===== config.mk =====
export PLATFORM = sky130hd
export DESIGN_NAME = rb_fifo_gen
export DESIGN_NICKNAME = d
export VERILOG_FILES = /design/src/rtl/rb_fifo_gen.sv
export SDC_FILE = /design/constraint.sdc
export NUM_CORES = 1
export LEC_CHECK = 0
export ABC_AREA = 1
export CORE_MARGIN = 3
export CORE_UTILIZATION = 54
export CTS_BUF_LIST = sky130_fd_sc_hd__clkbuf_2
export DETAILED_ROUTE_END_ITERATION = 7
export HOLD_SLACK_MARGIN = 0.03
export PLACE_DENSITY_LB_ADDON = 0.15
export SYNTH_ARGS = -nofsm -noshare
export SYNTH_HDL_FRONTEND = slang
export SYNTH_SLANG_ARGS = --single-unit

===== constraint.sdc =====
create_clock -name clock -period 4.8 [get_ports clock]
set_input_delay 0.96 -clock clock [delete_from_list [all_inputs] [get_ports clock]]
set_output_delay 0.96 -clock clock [all_outputs]
set_load 0.1 [all_outputs]

===== src/rtl/rb_fifo_gen.sv =====
// rtl/rb_fifo_gen.sv - parametrised ring-buffer FIFO with simultaneous push/pop, flush, watermarks and sticky error flags
module rb_fifo_gen #(
    parameter int MSBD     = 3,
    parameter int DEPTH    = 16,
    parameter int MSBA     = 3,
    parameter int MSBC     = 4,
    parameter int AF_LEVEL = 14,
    parameter int AE_LEVEL = 2
) (
    input  logic            clock,
    input  logic            reset,
    input  logic [MSBD:0]   dataIn,
    input  logic            push,
    input  logic            pop,
    input  logic            flush,
    input  logic            clearErr,
    output logic [MSBD:0]   dataOut,
    output logic            full,
    output logic            empty,
    output logic            almostFull,
    output logic            almostEmpty,
    output logic [MSBC:0]   count,
    output logic            overflow,
    output logic            underflow
);

    localparam logic [MSBC:0] C_DEPTH  = (MSBC+1)'(DEPTH);
    localparam logic [MSBC:0] C_AF     = (MSBC+1)'(AF_LEVEL);
    localparam logic [MSBC:0] C_AE     = (MSBC+1)'(AE_LEVEL);
    localparam logic [MSBC:0] C_ONE_C  = (MSBC+1)'(1);
    localparam logic [MSBA:0] C_LAST_A = (MSBA+1)'(DEPTH-1);
    localparam logic [MSBA:0] C_ONE_A  = (MSBA+1)'(1);

    logic [MSBD:0] r_mem [0:DEPTH-1];
    logic [MSBA:0] r_head;
    logic [MSBA:0] r_tail;
    logic [MSBC:0] r_count;
    logic          r_overflow;
    logic          r_underflow;

    logic          w_full;
    logic          w_empty;
    logic          w_push_ok;
    logic          w_pop_ok;
    logic          w_push_do;
    logic          w_ovf_set;
    logic          w_udf_set;
    logic [MSBA:0] w_head_nxt;
    logic [MSBA:0] w_tail_nxt;

    // Explicit wrap compare so non-power-of-2 depths never rely on bit overflow
    function automatic logic [MSBA:0] adv(input logic [MSBA:0] p);
        return (p == C_LAST_A) ? '0 : p + C_ONE_A;
    endfunction

    always_comb begin
        w_full     = (r_count == C_DEPTH);
        w_empty    = (r_count == '0);
        w_push_ok  = push & (~w_full | (pop & ~w_empty));
        w_pop_ok   = pop & ~w_empty;
        w_push_do  = w_push_ok & ~flush & ~reset;
        w_ovf_set  = push & ~w_push_ok & ~flush;
        w_udf_set  = pop & ~w_pop_ok & ~flush;
        w_head_nxt = adv(r_head);
        w_tail_nxt = adv(r_tail);
    end

    always_ff @(posedge clock) begin
        if (w_push_do) begin
            r_mem[r_head] <= dataIn;
        end
    end

    always_ff @(posedge clock) begin
        if (reset) begin
            r_head      <= '0;
            r_tail      <= '0;
            r_count     <= '0;
            r_overflow  <= 1'b0;
            r_underflow <= 1'b0;
        end else begin
            if (flush) begin
                r_head  <= '0;
                r_tail  <= '0;
                r_count <= '0;
            end else begin
                if (w_push_ok) r_head <= w_head_nxt;
                if (w_pop_ok)  r_tail <= w_tail_nxt;
                case ({w_push_ok, w_pop_ok})
                    2'b10:   r_count <= r_count + C_ONE_C;
                    2'b01:   r_count <= r_count - C_ONE_C;
                    default: r_count <= r_count;
                endcase
            end
            // A new error event outranks a clear requested in the same cycle
            if (w_ovf_set)     r_overflow <= 1'b1;
            else if (clearErr) r_overflow <= 1'b0;
            if (w_udf_set)     r_underflow <= 1'b1;
            else if (clearErr) r_underflow <= 1'b0;
        end
    end

    assign dataOut     = r_mem[r_tail];
    assign full        = w_full;
    assign empty       = w_empty;
    assign almostFull  = (r_count >= C_AF);
    assign almostEmpty = (r_count <= C_AE);
    assign count       = r_count;
    assign overflow    = r_overflow;
    assign underflow   = r_underflow;

endmodule


Word level (Yosys, flattened, before mapping):

Memory sizes are Yosys's and may differ from the RTL's. A register that Yosys moved wholly into a read port is not among the register bits.
Index checks and enable logic that the tools add are counted.

* equal/unequal tests: 5
* order comparisons: 2
* multiply operators: 0
* divide/modulo/power cells: 0
* multiplexer cells: 10
* add/subtract/negate cells: 4
* bitwise logic cells: 15
* shift operators: 0
* reduce and logical (&&, ||, !) cells: 5

Operators by type and width (number)
* $mux 4: 4
* $pmux 5 s2: 1
* $add 4x1->4 const B: 2
* $and 1x1->1: 8
* $eq 4x4->1 const B: 2
* $not 1->1: 6
* $reduce_bool 2->1: 3
* $add 5x1->5 const B: 1
* $eq 5x5->1 const B: 1
* $ge 5x4->1 const B: 1
* $le 5x2->1 const B: 1
* $logic_not 5->1: 1
* $mux 1: 5
* $sub 5x1->5 const B: 1
* $eq 2x1->1 const B: 1
* $eq 2x2->1 const B: 1
* $reduce_or 2->1: 1
* $or 1x1->1: 1

* bits in registers: 15
* memories kept: 1
* word-level logic and storage cells: 47
* latch bits: 0
* output and inout port bits: 15
* bits in writable memories: 64
* bits in read-only memories: 0
* bits of input ports: 10

Memory list
* r_mem: words 16, bits a word 4, rd ports 1, clocked after memory_dff 1, wr ports 1, RTL line 34 `logic [MSBD:0] r_mem [0:DEPTH-1];`

Longest topological paths before layout:

* depth in word-level cells: 9
* mapped depth: 12
* depth with buffers taken out: 12

Worst setup path before layout:

Ideal clock, no wire load.

* kind: register to output
* start point: reg r_count[2], in the netlist count[2]
* end point: out almostEmpty
* slack: 1.330 ns
* arrival time: 2.510 ns
* buffers on the path: 0
* data required time: 3.840 ns
* cell stages (with the launch flop): 4
* path through: dfxtp_1 > nor2_2 > nand2_1 > a21oi_1

* cells in the longest elaborated chain, start to end: 1

Ends and longest elaborated chain
* start, declared: RTL line 37 `logic [MSBC:0] r_count;`
* start signal, assigned: RTL line 90 `2'b10: r_count <= r_count + C_ONE_C;`
* start signal, assigned: RTL line 91 `2'b01: r_count <= r_count - C_ONE_C;`
* start signal, assigned: RTL line 92 `default: r_count <= r_count;`
* $le 5x2->1: RTL line 107 `assign almostEmpty = (r_count <= C_AE);`
* end, declared: RTL line 21 `output logic almostEmpty,`

No other way between the ends.

==> results.yml <==
route:
  postRouteAntennaNets: 0
  drtIter0Drc: 270
  post-route-drc-count: 0
  vias: 2489
  routed_via_density: 5.41
  first_pass_iters: 5
  wl_per_cell_um: 15.6
  totalWireLength_um: 7180
timing:
  finalHoldViolCount: 0
  slew_headroom: 0.303
  finalCriticalPeriod_ns: 4.21
  holdWs_ns: 0.487
  final.setup.worst_slack_ns: 0.593
  rsz0062_at_grt: "no"
  maxSlewViolCount: 0
  tightest_slew_ns: 1.04
  skew_ns: 0.0229
  setup_viol: 0
  post-route-period-util: 0.877
  fin_tns_setup_ns: 0
  fmax_mhz: 238
synth:
  synthTopCellsByArea: "edfxtp_1 52%, dfxtp_1 10%, inv_1 5.4%"
  yosysTopAreaCell: "edfxtp_1"
  ys_ff_latch: 83
  synth_top_area_frac: 0.522
  synth_common_cells: "64 x edfxtp_1, 53 x inv_1, 41 x nand2_1"
  yosysWarnings: 0
  ys.flop_type: "edfxtp_1"
  ys_seq_area_frac: 0.626
  async_reset_ff_frac: 0
  syn_area_mm2: 0.00368
  syn_nets: 372
  syn_inst: 353
  syn_avg_cell_area_um2: 10.4
  ys_types: 25
  synth_most_common_cell: "edfxtp_1"
  synth_edf_count: 64
finish:
  drive_gt1_frac: 0.0914
  fillCellCount: 539
  syn2layout_area_growth_pct: 12.1
  multi_input_area_mm2: 0.00112
  ff_latch_area_mm2: 0.00230
  n_antenna_cell: 0
  layout.nets: 397
  design_area_mm2: 0.00413
clock_tree:
  cts_root_buf: "clkbuf_2"
  clkTransAtPathRegs_ns: 0.21
  cts_setup_buffers: 0
  htreeDepth: 3
  clk_latency_ns: 0.52
  post_cts_resize_count: 0
  cts.sink_count: 83
  hold_buffers: 0
  cts_buffers: 9
  cts_tree: "done"
  cts.path.max_buffers: 2
critical_path:
  rrSetupSlack_ns: 2.66
  path_class: "flip-flop to primary output"
  crit_path_top_delay_cell: "clkdlybuf4s50_1"
  cp_common_cell: "nand3_1"
  crit_chain: "o211ai_1 -> nand3_1 -> nand3_1 -> nand2_1 -> clkdlybuf4s50_1"
  crit_path_end_kind: "primary output"
  critPathArrivalTime_ns: 3.25
  cp.required_ns: 3.84
  cp_max_fo: 32
  slowest_delay_ns: 1.13
  worst_setup_path_start_kind: "flip-flop"
die:
  row_count: 29
  die_h_um: 88.5
  die_x_um: 88.5
  dieArea_mm2: 0.00784
  start_util: 0.570
  coreArea_mm2: 0.00646
  ios: 25
power:
  total_power_mw: 1.45
  p_per_area_mw_per_mm2: 351
  irDropWorstVdd_v: 0.000208
  leakagePower_nw: 1.55
global_routing:
  grt_max_degree: 60
  antenna_found_initial: 0
  grt_pass1_wl_um: 11900
  grt_pass1_vias: 2388
  grt_usage: 0.203
  overflow: 0
placement:
  place_ws_ns: 1.19
  routabilityCongestion: 0.841
  port_buffers: 24
  place_area_mm2: 0.00397
  dpl.hpwl_um: 4960
hold_path:
  min_path_type: "flip-flop to flip-flop"
outcome:
  status: "complete, no violations"
run:
  maxCapViolCount: 0
metal layers:
metal / wire length [µm] / share of wire / up-vias / GRT usage
met2: 3190 / 0.44 / 79 / 0.305
met1: 3460 / 0.48 / 1144 / 0.298
met4: 123 / 0.017 / 0 / 0.0824
met3: 400 / 0.056 / 11 / 0.0317
met5: 0 / 0 / - / 0
li1: - / - / 1255 / -
kinds of logic (layout without fill, tap and decap cells):
| family | count (synthesis) | after routing | synth area share |
|---|---|---|---|
| flops | 83 | 83 | 0.626 |
| xor+xnor | 5 | 5 | 0.0119 |
| fa+ha+maj | 9 | 9 | 0.0327 |
| simple gates | 121 | 121 | 0.152 |
| compound gates | 69 | 69 | 0.107 |
| buf+inv | 66 | 96 | 0.0697 |
sequential cells by signal (all words and copies together) (netlist names), named ones only:
| register | flops |
|---|---|
| underflow | 1 |
| count | 5 |
| r_tail | 4 |
| r_head | 4 |
| r_mem | 64 |
| overflow | 1 |
critical path: cells and delay by family, from the launching register on:
| family | cells | cell delay [ns] |
|---|---|---|
| compound gates | 1 | 0.22 |
| buf+inv | 1 | 1.13 |
| flops | 1 | 1.06 |
| simple gates | 3 | 0.33 |
power by group:
part / leakage (nW) / switching, mW / internal, mW / total, mW
sequential: 0.730 / 0.0174 / 0.780 / 0.798
combinational: 0.727 / 0.143 / 0.0518 / 0.194
clock: 0.0898 / 0.229 / 0.227 / 0.456
cell usage in the layout (no fill, tap or decap), types with 2 or more instances in the layout:
| cell type | Yosys | routed |
|---|---|---|
| a21oi_1 | 27 | 27 |
| buf_4 | 0 | 3 |
| bufinv_16 | 0 | 3 |
| clkbuf_2 | 0 | 11 |
| clkdlybuf4s50_1 | 0 | 22 |
| dfxtp_1 | 19 | 18 |
| edfxtp_1 | 64 | 64 |
| ha_1 | 8 | 8 |
| inv_1 | 53 | 53 |
| inv_2 | 2 | 2 |
| nand2_1 | 41 | 41 |
| nand2_2 | 3 | 3 |
| nand3_1 | 38 | 38 |
| nand3_2 | 3 | 3 |
| nor2_1 | 26 | 26 |
| nor2_2 | 4 | 4 |
| nor3_1 | 3 | 3 |
| o211ai_1 | 16 | 16 |
| o21ai_0 | 23 | 23 |
| o21ai_2 | 2 | 2 |
| xnor2_1 | 2 | 2 |
| xor2_1 | 3 | 3 |
through the flow:
step | instances | util
final | 460 | 0.639
after global routing | 460 | 0.639
after CTS | 460 | 0.639
after detailed placement | 444 | 0.614
after global placement | 444 | 0.614
after floorplan | 353 | -
path summary, 6_finish.rpt:
path | startpoint | endpoint | cells after the start
max reg2reg | count[2] | count[4] | 11
min reg2reg | underflow | underflow | 2
max | flip-flop | dataOut[2] | 5
min | underflow | underflow | 2
cell type report:
cell class	instances	area share
Timing Repair Buffer	25	0.0588
Sequential cell	83	0.558
Multi-Input combinational cell	204	0.271
Inverter	55	0.0500
Tap cell	77	0.0234
Clock buffer	11	0.0133
Clock inverter	5	0.0246
No activity file was read; power rests on OpenSTA's default activity.
